File: config.mk
export PLATFORM = sky130hd
export DESIGN_NAME = munoc_axi4_wid_tracker
export DESIGN_NICKNAME = d
export VERILOG_FILES = /design/src/rtl/munoc_axi4_wid_tracker_pkg.sv /design/src/rtl/munoc_wid_fifo.sv /design/src/rtl/munoc_axi4_wid_tracker.sv
export SDC_FILE = /design/constraint.sdc
export NUM_CORES = 1
export LEC_CHECK = 0
export ABC_AREA = 0
export BUFFER_PORTS_ARGS = -buffer_cell sky130_fd_sc_hd__buf_2
export CORE_ASPECT_RATIO = 1.75
export CORE_MARGIN = 4
export CORE_UTILIZATION = 45
export DETAILED_ROUTE_END_ITERATION = 6
export GPL_TIMING_DRIVEN = 0
export PLACE_DENSITY = 0.9
export SYNTH_ARGS = -nofsm -noshare
export SYNTH_HDL_FRONTEND = slang
export SYNTH_SLANG_ARGS = --single-unit
File: constraint.sdc
create_clock -name clk -period 4.6 [get_ports clk]
set_clock_uncertainty 0.15 [all_clocks]
set_input_delay 0.92 -clock clk [delete_from_list [all_inputs] [get_ports clk]]
set_output_delay 0.92 -clock clk [all_outputs]
set_load 0.01 [all_outputs]
File: src/rtl/munoc_axi4_wid_tracker_pkg.sv
// Shared widths and sizing helpers for the AXI4-to-AXI3 WID tracker.
// The AXI field widths mirror the platform's AXI define set.
package munoc_axi4_wid_tracker_pkg;

  localparam int DEFAULT_BW_AXI_TID = 4;
  localparam int BW_AXI_ALEN        = 8;
  localparam int BW_AXI_ASIZE       = 3;
  localparam int BW_AXI_ABURST      = 2;

  function automatic int bw_axi_wstrb(input int bw_data);
    return bw_data / 8;
  endfunction

  // One FIFO entry holds {awid, awlen}.
  function automatic int wid_entry_width(input int bw_tid);
    return bw_tid + BW_AXI_ALEN;
  endfunction

  // Occupancy counter must represent 0..depth inclusive.
  function automatic int count_width(input int depth);
    return $clog2(depth) + 1;
  endfunction

endpackage

File: src/rtl/munoc_wid_fifo.sv
// Generic synchronous FIFO with registered count and extra-MSB pointers
// so full and empty are distinguishable without a separate flag.
module munoc_wid_fifo
  import munoc_axi4_wid_tracker_pkg::*;
#(
  parameter  int WIDTH = 8,
  parameter  int DEPTH = 4,
  localparam int PW    = $clog2(DEPTH),
  localparam int CW    = count_width(DEPTH)
) (
  input  logic             clk,
  input  logic             rstnn,
  input  logic             push,
  input  logic             pop,
  input  logic [WIDTH-1:0] push_data,
  output logic [WIDTH-1:0] head_data,
  output logic             full,
  output logic             empty,
  output logic [CW-1:0]    count
);

  logic [PW:0]      wr_ptr_q, wr_ptr_d;
  logic [PW:0]      rd_ptr_q, rd_ptr_d;
  logic [CW-1:0]    count_q, count_d;
  logic [WIDTH-1:0] mem_q [DEPTH];
  logic             do_push, do_pop;

  assign empty   = (wr_ptr_q == rd_ptr_q);
  assign full    = (wr_ptr_q[PW] != rd_ptr_q[PW]) &&
                   (wr_ptr_q[PW-1:0] == rd_ptr_q[PW-1:0]);
  assign do_push = push & ~full;
  assign do_pop  = pop & ~empty;

  assign head_data = mem_q[rd_ptr_q[PW-1:0]];
  assign count     = count_q;

  always_comb begin
    // NOTE: every always_comb output gets a default first so no path leaves it unassigned (no latch).
    wr_ptr_d = wr_ptr_q;
    rd_ptr_d = rd_ptr_q;
    count_d  = count_q;
    if (do_push) wr_ptr_d = wr_ptr_q + 1'b1;
    if (do_pop)  rd_ptr_d = rd_ptr_q + 1'b1;
    case ({do_push, do_pop})
      2'b10:   count_d = count_q + 1'b1;
      2'b01:   count_d = count_q - 1'b1;
      default: count_d = count_q;
    endcase
  end

  always_ff @(posedge clk or negedge rstnn) begin
    // NOTE: sequential state uses non-blocking assignments so every flop samples pre-edge values.
    if (!rstnn) begin
      wr_ptr_q <= '0;
      rd_ptr_q <= '0;
      count_q  <= '0;
    end else begin
      wr_ptr_q <= wr_ptr_d;
      rd_ptr_q <= rd_ptr_d;
      count_q  <= count_d;
    end
  end

  // NOTE: storage is deliberately not reset; the pointers alone define which entries are valid.
  always_ff @(posedge clk) begin
    if (do_push) mem_q[wr_ptr_q[PW-1:0]] <= push_data;
  end

endmodule

File: src/rtl/munoc_axi4_wid_tracker.sv
// Generates AXI3 WID for an AXI4 master by queueing {awid, awlen} per AW
// and stamping each W beat with the oldest unfinished burst's ID.
module munoc_axi4_wid_tracker
  import munoc_axi4_wid_tracker_pkg::*;
#(
  parameter  int BW_AXI_TID       = DEFAULT_BW_AXI_TID,
  parameter  int BW_PLATFORM_ADDR = 32,
  parameter  int BW_NODE_DATA     = 32,
  parameter  int NUM_OUTSTANDING  = 4,
  parameter  bit LEN_CHECK        = 1'b1,
  parameter  bit FORCE_LAST       = 1'b0,
  localparam int BW_STRB          = bw_axi_wstrb(BW_NODE_DATA),
  localparam int BW_CNT           = count_width(NUM_OUTSTANDING)
) (
  input  logic                        clk,
  input  logic                        rstnn,
  input  logic [BW_AXI_TID-1:0]       rx4awid,
  input  logic [BW_PLATFORM_ADDR-1:0] rx4awaddr,
  input  logic [BW_AXI_ALEN-1:0]      rx4awlen,
  input  logic [BW_AXI_ASIZE-1:0]     rx4awsize,
  input  logic [BW_AXI_ABURST-1:0]    rx4awburst,
  input  logic                        rx4awvalid,
  output logic                        rx4awready,
  input  logic [BW_NODE_DATA-1:0]     rx4wdata,
  input  logic [BW_STRB-1:0]          rx4wstrb,
  input  logic                        rx4wlast,
  input  logic                        rx4wvalid,
  output logic                        rx4wready,
  output logic [BW_AXI_TID-1:0]       txawid,
  output logic [BW_PLATFORM_ADDR-1:0] txawaddr,
  output logic [BW_AXI_ALEN-1:0]      txawlen,
  output logic [BW_AXI_ASIZE-1:0]     txawsize,
  output logic [BW_AXI_ABURST-1:0]    txawburst,
  output logic                        txawvalid,
  input  logic                        txawready,
  output logic [BW_AXI_TID-1:0]       txwid,
  output logic [BW_NODE_DATA-1:0]     txwdata,
  output logic [BW_STRB-1:0]          txwstrb,
  output logic                        txwlast,
  output logic                        txwvalid,
  input  logic                        txwready,
  output logic [BW_CNT-1:0]           outstanding_count,
  output logic                        wlast_error,
  input  logic                        clear_error
);

  localparam int BW_ENTRY = wid_entry_width(BW_AXI_TID);

  logic                   fifo_full, fifo_empty;
  logic [BW_ENTRY-1:0]    head_entry;
  logic [BW_AXI_TID-1:0]  head_id;
  logic [BW_AXI_ALEN-1:0] head_len;
  logic                   aw_hs, w_hs, beat_is_last, pop;
  logic [BW_AXI_ALEN-1:0] beat_cnt_q, beat_cnt_d;
  logic                   wlast_error_q, wlast_error_d;

  assign txawid    = rx4awid;
  assign txawaddr  = rx4awaddr;
  assign txawlen   = rx4awlen;
  assign txawsize  = rx4awsize;
  assign txawburst = rx4awburst;
  assign txwdata   = rx4wdata;
  assign txwstrb   = rx4wstrb;

  // Handshake outputs are forced low while in reset, not just after it.
  assign txawvalid  = rstnn & rx4awvalid & ~fifo_full;
  assign rx4awready = rstnn & txawready  & ~fifo_full;
  assign txwvalid   = rstnn & rx4wvalid  & ~fifo_empty;
  assign rx4wready  = rstnn & txwready   & ~fifo_empty;

  assign aw_hs = txawvalid & txawready;
  assign w_hs  = txwvalid & txwready;

  assign {head_id, head_len} = head_entry;
  assign txwid        = head_id;
  assign beat_is_last = (beat_cnt_q == head_len);

  // Pop on the earlier of WLAST and the AWLEN-implied last beat so the ID stream stays aligned.
  assign pop     = w_hs & (rx4wlast | (LEN_CHECK & beat_is_last));
  assign txwlast = (FORCE_LAST && LEN_CHECK) ? beat_is_last : rx4wlast;

  assign wlast_error = wlast_error_q;

  always_comb begin
    beat_cnt_d    = beat_cnt_q;
    wlast_error_d = wlast_error_q;
    if (LEN_CHECK) begin
      if (pop)       beat_cnt_d = '0;
      else if (w_hs) beat_cnt_d = beat_cnt_q + 1'b1;
      if (clear_error) wlast_error_d = 1'b0;
      if (w_hs && (rx4wlast != beat_is_last)) wlast_error_d = 1'b1;
    end
  end

  always_ff @(posedge clk or negedge rstnn) begin
    if (!rstnn) begin
      beat_cnt_q    <= '0;
      wlast_error_q <= 1'b0;
    end else begin
      beat_cnt_q    <= beat_cnt_d;
      wlast_error_q <= wlast_error_d;
    end
  end

  munoc_wid_fifo #(
    .WIDTH (BW_ENTRY),
    .DEPTH (NUM_OUTSTANDING)
  ) u_fifo (
    .clk       (clk),
    .rstnn     (rstnn),
    .push      (aw_hs),
    .pop       (pop),
    .push_data ({rx4awid, rx4awlen}),
    .head_data (head_entry),
    .full      (fifo_full),
    .empty     (fifo_empty),
    .count     (outstanding_count)
  );

endmodule

* Yosys cells after proc, flatten, opt, wreduce, memory -nomap -nowiden
Memories as Yosys holds them, arrays and structs flattened.
Cells that the tools add are included.
** Cells by class
- Add/sub/neg operators :: 5
- Equality and inequality tests :: 7
- Muxes and demuxes :: 7
- Bitwise operators :: 16
- Reduce and logical (&&, ||, !) cells :: 5
** Operator list (count)
- $mux 8 :: 2
- $and 1x1->1 :: 13
- $add 3x1->3 const B :: 3
- $add 8x1->8 const B :: 1
- $eq 8x8->1 :: 1
- $pmux 3 s2 :: 1
- $reduce_bool 2->1 :: 3
- $mux 1 :: 4
- $eq 3x3->1 :: 1
- $sub 3x1->3 const B :: 1
- $eq 2x1->1 const B :: 1
- $eq 2x2->1 :: 1
- $eq 2x2->1 const B :: 1
- $logic_and 1x1->1 :: 2
- $ne 1x1->1 :: 2
- $not 1->1 :: 2
- $or 1x1->1 :: 1
** Storage, ports and cells
- Register bits :: 18
- Bits in writable memories :: 48
- Input port bits :: 93
- Output and inout bits :: 98
- Word-level logic and storage cells :: 46
- Memories kept :: 1
** Memories
- u_fifo.mem_q :: words 4, bits a word 12, read ports 1, clocked after memory_dff 0, wr ports 1, RTL line munoc_wid_fifo.sv:25 : logic [WIDTH-1:0] mem_q [DEPTH];

* Depth between registers and ports, before layout
Gate-level depths: netlist (run 1).
- Depth after elaboration :: 8
- Mapped depth :: 13
- Depth with buffers taken out :: 11

* Modules after synthesis
A second synthesis (run 1) with hierarchy kept.
** Unflattened totals
- Cells, all modules :: 286
- Area, all modules :: 3736.1 µm²
** By module, submodules not included
- munoc_wid_fifo :: instances 1, cells each 127, area each 2442.3 µm², seq. area each 1666.6 µm²
- munoc_axi4_wid_tracker :: instances 1, cells each 159, area each 1293.7 µm², seq. area each 225.2 µm²

* Worst setup path before layout (run 1)
No wires, ideal clock.
- Path type :: reg2reg
- From :: reg u_fifo.rd_ptr_q[0]
- To :: reg u_fifo.count_q[1] (netlist: u_fifo.count[1])
- Setup time :: 0.125 ns
- Data arrival time :: 2.936 ns
- Required time :: 4.325 ns
- Slack :: 1.389 ns
- Stages on the path, launching flop included :: 12
- Path buffers :: 2
- Period minus slack after synthesis :: 3.211 ns
- Cell sequence :: dfrtp_1 > buf_6 > buf_6 > mux4_2 > xor2_1 > nor4_1 > nand2_1 > ha_1 > nor2_1 > ha_1 > fa_1 > mux2_2
** Between the ends
- Longest elaborated chain between the ends :: 8
- Elaborated cells on any way between the ends :: 19
- Classes of those cells :: eq/ne (5); mux (1); bitwise (10); reduce/logical (2); memory (1)
** Ends and longest elaborated chain
- start, declared :: RTL line munoc_wid_fifo.sv:23 : logic [PW:0] rd_ptr_q, rd_ptr_d;
- start signal, assigned :: RTL line munoc_wid_fifo.sv:59 : rd_ptr_q <= rd_ptr_d;
- branches (longest 5 deep; another with $mem_v2 4x12)
- $and 1x1->1 * :: RTL line munoc_wid_fifo.sv:32 : assign do_pop = pop & ~empty;
- named net u_fifo.do_pop :: RTL line munoc_wid_fifo.sv:26 : logic do_push, do_pop;
- $eq 2x1->1 / $eq 2x2->1 (equally long branches) :: RTL line munoc_wid_fifo.sv:44 : case ({do_push, do_pop})
- $pmux 3 s2 * :: RTL line munoc_wid_fifo.sv:44
- named net u_fifo.count_d[1] :: RTL line munoc_wid_fifo.sv:24 : logic [CW-1:0] count_q, count_d;
- end signal, assigned :: RTL line munoc_wid_fifo.sv:60 : count_q <= count_d;
- end, declared :: RTL line munoc_wid_fifo.sv:24
Mark *: on every way through the listed nets, which the timed path passes.
A chain may end at the register's enable or synchronous reset.

* Worst setup path in the final report (run 1)
- From :: reg u_fifo.rd_ptr_q[1]
- To :: reg u_fifo.count_q[1] (netlist: u_fifo.count[1])
The elaborated chain is that of the path after synthesis.

==> results of run 1 <==
==> metrics by stage <==
step	cells	worst slack, ns	power, mW	instance area (um2)	util [%]
6_report	484	0.818	2.18	4520	59.7
5_1_grt	484	0.586	2.29	4520	59.7
4_1_cts	484	0.753	2.20	4520	59.7
3_5_place_dp	468	0.810	1.48	4200	55.5
3_3_place_gp	468	0.830	1.45	4200	55.5
2_1_floorplan	263	1.39	1.28	3500	-
==> power groups by stage <==
stage / clock, mW / sequential [mW] / combinational [mW]
3_5_place_dp: 0 / 0.812 / 0.664
4_1_cts: 0.728 / 0.803 / 0.671
2_1_floorplan: 0 / 0.802 / 0.474
5_1_grt: 0.755 / 0.812 / 0.727
3_3_place_gp: 0 / 0.806 / 0.643
6_report: 0.716 / 0.802 / 0.659
==> layout by cell type (no fill, tap or decap), drive strengths merged, types with 2 or more instances in the layout <==
cell	instances
a31oi	4
and2	5
and3	5
buf	206
bufinv	2
clkbuf	12
clkinv	4
dfrtp	18
edfxtp	48
ha	8
inv	9
mux2	3
mux4	12
nand2	6
nand3	4
nand3b	2
nand4	2
nor2	4
nor4	2
o21ai	8
o22ai	2
o31ai	3
xnor2	9
xor2	10
==> registers in the layout, indices dropped and copies added (netlist names) <==
name             flops
beat_cnt_q           8
u_fifo.rd_ptr_q      3
u_fifo.wr_ptr_q      3
u_fifo.count         3
u_fifo.mem_q        48
wlast_error          1
==> cell type report <==
type                       instances  area, um2
buffer                            92        683
clock buffer                       9        225
clock inverter                     7       93.8
fill                             582       3050
inverter                           9       33.8
multi-input combinational         96        893
sequential                        66       1890
tap                               88        110
timing repair buffer             117        586
==> cell families after synthesis <==
kind of cell             after synthesis  share of synthesized area, %
buffers and inverters                101                          20.5
AO/OA/AOI/OAI                         20                          3.50
AND/OR/NAND/NOR                       33                          5.14
multiplexers                          15                          8.68
flip-flops                            66                          54.0
adder cells (fa/ha/maj)                9                          3.43
XOR/XNOR                              19                          4.75
==> metal layers <==
metal | up-vias | global-route usage [%] | part of all wire (%)
li1 | 1098 | - | -
met1 | 1127 | 17.4 | 32
met2 | 147 | 29.6 | 53
met3 | 12 | 6.46 | 12
met4 | 0 | 7.02 | 2.0
met5 | - | 0 | 0
==> path summary, 6_finish.rpt <==
| check | cells past startpoint | slack [ns] | end |
|---|---|---|---|
| max | 10 | 0.82 | u_fifo.count[1] |
| min | 1 | 0.33 | u_fifo.count[2] |
| max reg2reg | 10 | 0.82 | u_fifo.count[1] |
| min reg2reg | 1 | 0.33 | u_fifo.count[2] |
| max in group asynchronous | 1 | 3.61 | beat_cnt_q[1] |
| min in group asynchronous | 1 | 0.38 | u_fifo.count[2] |
==> results.py, run 1 <==
metrics = {
    "status": {
        "status": "finished, final reports clean",
    },
    "critical_path": {
        "critPathLaunchType": "flop",
        "path_cells": "clkbuf_1 > mux4_2 > xor2_1 > nor4_1 > nand2_1 > ha_1 > nor2_1 > ha_1 > fa_1 > mux2_2",
        "worst_path_most_repeated_cell": "ha_1",
        "cp_top_family": "adder cells",
        "setup.worst_path.start": "u_fifo.rd_ptr_q[1]",
        "cp-end-kind": "flop",
        "rr_startpoint": "u_fifo.rd_ptr_q[1]",
        "slowest_stage": "clkbuf_1",
        "cp_num_buf_inv": 1,
        "cp.arrival_ns": 3.84,
        "crit_type": "flop to flop",
        "worstPathRequired_ns": 4.66,
        "critPathMaxFanout": 10,
        "cp_slowest_stage_delay_ns": 0.49,
    },
    "sta": {
        "hold_slack_ns": 0.331,
        "finalSetupViolCount": 0,
        "tightest_slew_ns": 0.668,
        "timing.fmax_mhz": 264,
        "hold_viol": 0,
        "slew_viol_final": 0,
        "fin_crit_ns": 3.78,
        "maxSlewHeadroom_pct": 55.5,
        "period_share_pct": 82.2,
        "fin_setup_tns_ns": 0,
        "rsz0062_at_grt": "false",
    },
    "power": {
        "power.density_nw_per_um2": 482,
        "p_comb_share_pct": 30.3,
        "leakage_nw": 2.09,
        "p_sw_mw": 0.636,
        "power_switching_share_pct": 29.2,
        "power.internal_mw": 1.54,
        "pwr-share-seq_pct": 36.8,
        "vdd_drop_max_uv": 399,
        "clkPwrFrac_pct": 32.9,
    },
    "synth": {
        "netlist_instances": 263,
        "synth_edf_count": 48,
        "synth_area_um2": 3500,
        "yosysSeqAreaShare_pct": 54.0,
        "synth_nets": 365,
        "synth.most_common_cell": "buf_4",
        "ys_seq_elements": 66,
        "ys.warnings.count": 0,
        "postSynthAreaPerCell_um2": 13.3,
        "async_flop_share_pct": 27.3,
        "synth_cell_types": 31,
        "synthTopCellsByCount": "buf_4, edfxtp_1, dfrtp_1, mux4_2, xor2_1",
        "synth_top_cell_by_area": "edfxtp_1",
        "synthFlopType": "edfxtp_1",
        "synthTopCellsByArea": "edfxtp_1, buf_4, dfrtp_1",
        "synth_top_area_share_pct": 41.2,
    },
    "global_routing": {
        "track_usage_pct": 17.0,
        "grt_pass1_vias": 2335,
        "grt_pass1_wl_mm": 11.7,
        "grt_max_degree": 20,
        "gr-total-overflow": 0,
        "antenna_found_initial": 0,
    },
    "run": {
        "max_cap_viol_count": 0,
    },
    "clock_tree": {
        "cts_resized": 0,
        "clockBufferDepth": 2,
        "tritoncts": "yes",
        "cts_max_level": 3,
        "cts_sinks": 66,
        "cts_buffers": 9,
        "cts_setup_buffers": 0,
        "path_clk_slew_ns": 0.05,
        "cts_hold_buf": 0,
        "clock_tree.root_cell": "clkbuf_16",
        "clock_latency_ns": 0.33,
    },
    "cells_and_area": {
        "layout.nets": 493,
        "num_antenna_cells": 0,
        "drive_above_1_share_pct": 59.3,
        "area_growth_pct": 29.0,
    },
    "route": {
        "vias_per_cell": 4.93,
        "wl_mm": 8.14,
        "wl_per_cell_um": 16.8,
        "firstDrtPassIters": 4,
        "drt_iter0_markers": 41,
        "antenna_left": 0,
        "drc": 0,
        "vias": 2384,
    },
    "min_path": {
        "hp-class": "flop to flop",
        "holdCritStartpoint": "u_fifo.count[2]",
    },
    "floorplan": {
        "dieArea_um2": 9310,
        "die_x_um": 74.7,
        "core_area_um2": 7570,
        "rows": 42,
        "io_pins": 191,
        "initial_core_util_pct": 46.3,
        "die_h_um": 125,
    },
    "place": {
        "gp_congestion": 0.821,
        "dp_hpwl_mm": 6.41,
        "portBuffers": 117,
    },
}
No activity file was read; power rests on OpenSTA's default activity.
==> run 2, diff against run 1 <==
--- a/config.mk
+++ b/config.mk
@@ -9,10 +9,10 @@
 export BUFFER_PORTS_ARGS = -buffer_cell sky130_fd_sc_hd__buf_2
 export CORE_ASPECT_RATIO = 1.75
 export CORE_MARGIN = 4
-export CORE_UTILIZATION = 45
+export CORE_UTILIZATION = 41
 export DETAILED_ROUTE_END_ITERATION = 6
 export GPL_TIMING_DRIVEN = 0
-export PLACE_DENSITY = 0.9
+export PLACE_DENSITY = 0.86
 export SYNTH_ARGS = -nofsm -noshare
 export SYNTH_HDL_FRONTEND = slang
 export SYNTH_SLANG_ARGS = --single-unit
==> constraint.sdc (replaced) <==
create_clock -name clk -period 3.3 [get_ports clk]
set_clock_uncertainty 0.15 [all_clocks]
set_input_delay 0.66 -clock clk [delete_from_list [all_inputs] [get_ports clk]]
set_output_delay 0.66 -clock clk [all_outputs]
set_load 0.01 [all_outputs]
==> run 2 against run 1 <==
  * Fmax is 18% higher
  * Worst setup slack got worse by 0.72 ns
  * Critical endpoint unchanged
  * Critical path depth grew 1
  * Die area up 8.9%
  * Clock power is 24% higher
  * Critical path type unchanged
  * Count of clock-buffer cells in the layout is 3 higher
==> results.py, run 2 (synthesis gave the netlist of run 1 again) <==
metrics = {
    "route": {
        "firstDrtPassIters": 4,
        "wl_mm": 9.36,
        "wl_per_cell_um": 17.9,
        "drc": 0,
        "vias_per_cell": 4.67,
        "vias": 2447,
        "antenna_left": 0,
        "drt_iter0_markers": 81,
    },
    "cells_and_area": {
        "fillers": 627,
        "layout.nets": 505,
        "fin_area_um2": 4720,
        "layout.cells.most_common": "buf_2",
        "drive_above_1_share_pct": 62.5,
        "largest_reg_flops": 48,
        "layout_common_cells": "buf_2, buf_4, edfxtp_1",
        "ff_latch_area_um2": 1890,
        "area_growth_pct": 34.9,
        "multi_input_comb_area_um2": 957,
    },
    "sta": {
        "finalWorstSetupSlack_ns": 0.0992,
        "period_share_pct": 97.0,
        "timing.fmax_mhz": 312,
        "hold_viol": 0,
        "tightest_slew_ns": 0.654,
        "finalSetupViolCount": 0,
        "slew_viol_final": 0,
        "fin_crit_ns": 3.20,
        "maxSlewHeadroom_pct": 56.4,
    },
    "clock_tree": {
        "path_clk_slew_ns": 0.06,
        "clock_tree.root_cell": "clkbuf_16",
        "clock_latency_ns": 0.32,
        "cts_buffers": 9,
        "tritoncts": "yes",
        "cts_max_level": 3,
        "cts_sinks": 66,
        "clockBufferDepth": 2,
    },
    "power": {
        "p_sw_mw": 0.945,
        "power.density_nw_per_um2": 664,
        "pwr-share-seq_pct": 35.8,
        "leakage_nw": 2.16,
        "p_comb_share_pct": 35.8,
        "clkPwrFrac_pct": 28.4,
        "power.internal_mw": 2.19,
        "vdd_drop_max_uv": 585,
        "power_switching_share_pct": 30.1,
    },
    "critical_path": {
        "cp-end-kind": "flop",
        "worst_path_most_repeated_cell": "ha_4",
        "path_cells": "buf_6 > buf_12 > mux4_2 > xor2_1 > nor4_4 > nand2_2 > ha_4 > nor2_4 > ha_4 > fa_1 > mux2_2",
        "reg2reg_setup_slack_ns": 0.1,
        "crit_end": "u_fifo.count[1]",
        "crit_type": "flop to flop",
        "cp.arrival_ns": 3.25,
        "setup.worst_path.start": "u_fifo.rd_ptr_q[0]",
        "cp_slowest_stage_delay_ns": 0.50,
        "rr_startpoint": "u_fifo.rd_ptr_q[0]",
        "critPathLaunchType": "flop",
        "slowest_stage": "mux4_2",
        "timing.rr.end": "u_fifo.count[1]",
        "worstPathRequired_ns": 3.35,
        "ff2ff_path_depth": 11,
        "critPathMaxFanout": 5,
    },
    "global_routing": {
        "grt_pass1_wl_mm": 13.1,
        "gr-total-overflow": 0,
        "track_usage_pct": 17.7,
        "antenna_found_initial": 1,
        "grt_pass1_vias": 2386,
        "grt_max_degree": 20,
    },
    "min_path": {
        "hp-class": "primary input to asynchronous set/reset pin",
    },
    "status": {
        "status": "finished, final reports clean",
    },
    "place": {
        "portBuffers": 117,
        "dp_hpwl_mm": 7.17,
        "placed_cell_area_um2": 4230,
        "preCtsSetupSlack_ns": -0.563,
        "gp_congestion": 0.865,
    },
    "floorplan": {
        "die_h_um": 130,
        "core_area_um2": 8310,
        "io_pins": 191,
        "die_x_um": 77.9,
        "initial_core_util_pct": 42.1,
        "dieArea_um2": 10100,
        "rows": 44,
    },
    "run": {
        "max_cap_viol_count": 0,
    },
}
-- run 2: cell count changes in the layout (fill, tap and decap cells not counted), sizes merged --
cell	previous run	this run
diode	0	1
buf	206	217
bufinv	2	0
clkinvlp	1	2
clkinv	4	2
clkbuf	12	16
-- run 2: metrics by stage --
stage | total power, mW | TNS, ns | hold slack [ns] | utilization, % | std cells
CTS | 2.99 | 0 | 0.121 | 54.9 | 512
detailed placement | 2.06 | -1.07 | 0.325 | 50.9 | 495
global route | 3.31 | -0.0154 | 0.146 | 56.8 | 524
global placement | 2.02 | -0.838 | 0.305 | 50.9 | 495
finish | 3.14 | 0 | 0.118 | 56.8 | 524
floorplan | 1.78 | 0 | 0.214 | - | 263
-- run 2: worst min-delay path by stage --
stage,slack (ns),endpoint,depth (start not counted),from
after floorplan,0.21,beat_cnt_q[0],0,rstnn
after global placement,0.31,u_fifo.count[2],1,u_fifo.count[2]
after detailed placement,0.33,u_fifo.count[2],1,u_fifo.count[2]
after CTS,0.12,beat_cnt_q[4],1,rstnn
after global routing,0.15,beat_cnt_q[2],1,rstnn
final,0.12,beat_cnt_q[4],1,rstnn
-- run 2: cell type report --
class	count	area share, %
antenna	1	0.0530
buffer	92	14.7
clock buffer	12	5.67
clock inverter	4	0.530
inverter	9	0.715
multi-input combinational	96	20.3
sequential	66	40.1
tap	115	3.05
timing repair buffer	129	14.9
-- run 2: per-layer routing --
metal | vias to the layer above | GRT usage [%] | routed length (um)
met4 | 0 | 7.34 | 196
met3 | 13 | 11.8 | 1660
met2 | 161 | 31.2 | 4840
met1 | 1149 | 15.5 | 2660
li1 | 1124 | - | -
met5 | - | 0 | 0
-- run 2: power by group through the flow --
stage | Clock [mW] | Sequential (mW) | Combinational [mW]
2_1_floorplan | 0 | 1.12 | 0.661
3_3_place_gp | 0 | 1.12 | 0.897
3_5_place_dp | 0 | 1.13 | 0.928
4_1_cts | 0.905 | 1.12 | 0.968
5_1_grt | 0.950 | 1.13 | 1.22
6_report | 0.890 | 1.12 | 1.12
-- run 2: critical path, delay by kind of cell (launching register included) --
| kind | cells | cell delay (ns) |
|---|---|---|
| and+or+nand+nor | 3 | 0.61 |
| adders and majority gates | 3 | 0.76 |
| DFF | 1 | 0.36 |
| xor gates and xnor gates | 1 | 0.19 |
| buffers and inverters | 2 | 0.25 |
| muxes | 2 | 0.77 |
-- run 2: what timing repair did --
item / 4_1_cts / 5_1_grt
cloned: 0 / 1
hold buffers: 0 / 0
buffers inserted: 1 / 10
pin swaps: 2 / 4
endpoints found under the setup margin: 4 / 1
resized for setup: 9 / 6
==> run 3, diff against run 2 <==
--- a/config.mk
+++ b/config.mk
@@ -7,7 +7,7 @@
 export LEC_CHECK = 0
 export ABC_AREA = 0
 export BUFFER_PORTS_ARGS = -buffer_cell sky130_fd_sc_hd__buf_2
-export CORE_ASPECT_RATIO = 1.75
+export CORE_ASPECT_RATIO = 1.25
 export CORE_MARGIN = 4
 export CORE_UTILIZATION = 41
 export DETAILED_ROUTE_END_ITERATION = 6
==> run 3 against run 2 <==
  * Worst setup slack got worse by 0.070 ns
  * Die area decreased by 0.48%
  * Largest power group unchanged
  * Cell area decreased by 3.8%
  * Clock power decreased by 25%
  * Worst hold slack improved by 0.0027 ns
  * Non-clock buffer count decreased by 1
  * Fmax decreased by 2.1%
  * Sequential share of layout area increased by 1.6 points
  * Sequential power about the same
  * Total power decreased by 9.5%
  * Largest cell class unchanged
==> results.py, run 3 (synthesis gave the netlist of run 1 again) <==
metrics = {
    "cells_and_area": {
        "fin_util_pct": 54.9,
        "num_antenna_cells": 0,
        "largest_reg_flops": 48,
        "fin_cells": 504,
        "fin_area_um2": 4550,
        "drive_above_1_share_pct": 61.9,
        "layout_common_cells": "buf_2, buf_4, edfxtp_1",
        "area_growth_pct": 29.8,
        "layout.nets": 504,
        "layout.cells.most_common": "buf_2",
    },
    "route": {
        "drt_iter0_markers": 110,
        "wl_mm": 9.73,
        "vias": 2472,
        "wl_per_cell_um": 19.3,
        "antenna_left": 0,
        "firstDrtPassIters": 4,
        "drc": 0,
        "vias_per_cell": 4.90,
    },
    "sta": {
        "timing.fmax_mhz": 306,
        "slew_viol_final": 0,
        "fin_setup_tns_ns": 0,
        "period_share_pct": 99.1,
        "fin_crit_ns": 3.27,
        "tightest_slew_ns": 0.666,
        "maxSlewHeadroom_pct": 55.6,
        "rsz0062_at_grt": "true",
        "finalSetupViolCount": 0,
        "hold_viol": 0,
    },
    "min_path": {
        "hp-class": "primary input to asynchronous set/reset pin",
    },
    "global_routing": {
        "track_usage_pct": 19.0,
        "gr-total-overflow": 0,
        "antenna_found_initial": 2,
        "grt_max_degree": 20,
        "grt_pass1_wl_mm": 14.6,
        "grt_pass1_vias": 2593,
    },
    "critical_path": {
        "worstPathRequired_ns": 3.37,
        "cp-end-kind": "flop",
        "worst_path_most_repeated_cell": "ha_4",
        "critPathLaunchType": "flop",
        "critPathMaxFanout": 8,
        "cp_slowest_stage_delay_ns": 0.52,
        "crit_type": "flop to flop",
        "slowest_stage": "mux4_2",
        "path_cells": "buf_6 > buf_12 > mux4_2 > xor2_1 > nor4_2 > nand2_1 > ha_4 > nor2_4 > ha_4 > fa_1 > mux2_2",
        "cp.arrival_ns": 3.34,
    },
    "power": {
        "vdd_drop_max_uv": 619,
        "leakage_nw": 2.10,
        "power.density_nw_per_um2": 624,
        "power.total_mw": 2.84,
    },
    "clock_tree": {
        "cts_hold_buf": 0,
        "clock_latency_ns": 0.33,
        "clock_tree.root_cell": "clkbuf_8",
        "clockBufferDepth": 2,
        "path_clk_slew_ns": 0.07,
        "cts_buffers": 9,
        "cts_max_level": 3,
        "tritoncts": "yes",
        "cts_sinks": 66,
    },
    "floorplan": {
        "die_h_um": 111,
        "die_x_um": 90.7,
        "dieArea_um2": 10100,
        "io_pins": 191,
        "rows": 37,
        "core_area_um2": 8290,
        "initial_core_util_pct": 42.3,
    },
    "run": {
        "max_cap_viol_count": 0,
    },
    "place": {
        "placed_cell_area_um2": 4210,
        "portBuffers": 117,
        "gp_congestion": 0.828,
        "dp_hpwl_mm": 7.47,
        "placed_cells": 477,
    },
    "status": {
        "status": "finished, final reports clean",
    },
}
[run 3: what timing repair did]
item                       in CTS  in global routing
gates resized for setup         9                  3
setup endpoints to repair       3                  2
setup buffers                   0                 11
pin swaps                       1                  4
hold endpoints to repair        0                  0
[run 3: critical path: cells and delay by family, from the launching register on]
kind                     cells  cell delay [ns]
adder cells (fa/ha/maj)      3             0.78
buffers and inverters        2             0.28
AND/OR/NAND/NOR              3             0.58
flip-flops                   1             0.39
multiplexers                 2             0.79
XOR/XNOR                     1             0.18
[run 3: layout make-up]
cell class / count / area [um2]
fill: 694 / 3740
sequential: 66 / 1890
multi-input combinational: 96 / 938
buffer: 92 / 696
timing repair buffer: 128 / 668
clock buffer: 11 / 141
tap: 97 / 121
clock inverter: 5 / 55.1
inverter: 9 / 33.8
[run 3: final timing paths]
path	from	end	slack (ns)	cells after the start
setup / recovery	u_fifo.rd_ptr_q[0]	u_fifo.count[1]	0.03	11
hold / removal	rstnn	u_fifo.count[2]	0.12	1
setup reg to reg	u_fifo.rd_ptr_q[0]	u_fifo.count[1]	0.03	11
hold reg to reg	u_fifo.count[2]	u_fifo.count[2]	0.32	1
max in group asynchronous	rstnn	wlast_error	2.56	1
min in group clk	u_fifo.count[2]	u_fifo.count[2]	0.32	1
[run 3: through the flow]
step	setup slack, ns	hold WS, ns
after global routing	-0.0542	0.128
final	0.0291	0.120
after detailed placement	-0.523	0.314
after CTS	0.000000888	0.114
after floorplan	0.0894	0.214
after global placement	-0.350	0.304
[run 3: report_power, final]
part	internal, mW	leakage [nW]	total (mW)	switching, mW
clock	0.367	0.0953	0.667	0.300
combinational	0.558	1.34	1.06	0.499
sequential	1.01	0.662	1.11	0.102
[run 3: routing by layer]
layer  vias to the layer above  share of wire (%)  GRT usage, %  wire (um)
met3                        22                 14          10.3       1340
met4                         4                2.7          6.44        263
met5                         -               0.28             0         27
met1                      1161                 31          18.1       3010
met2                       167                 52          34.5       5090
li1                       1118                  -             -          -
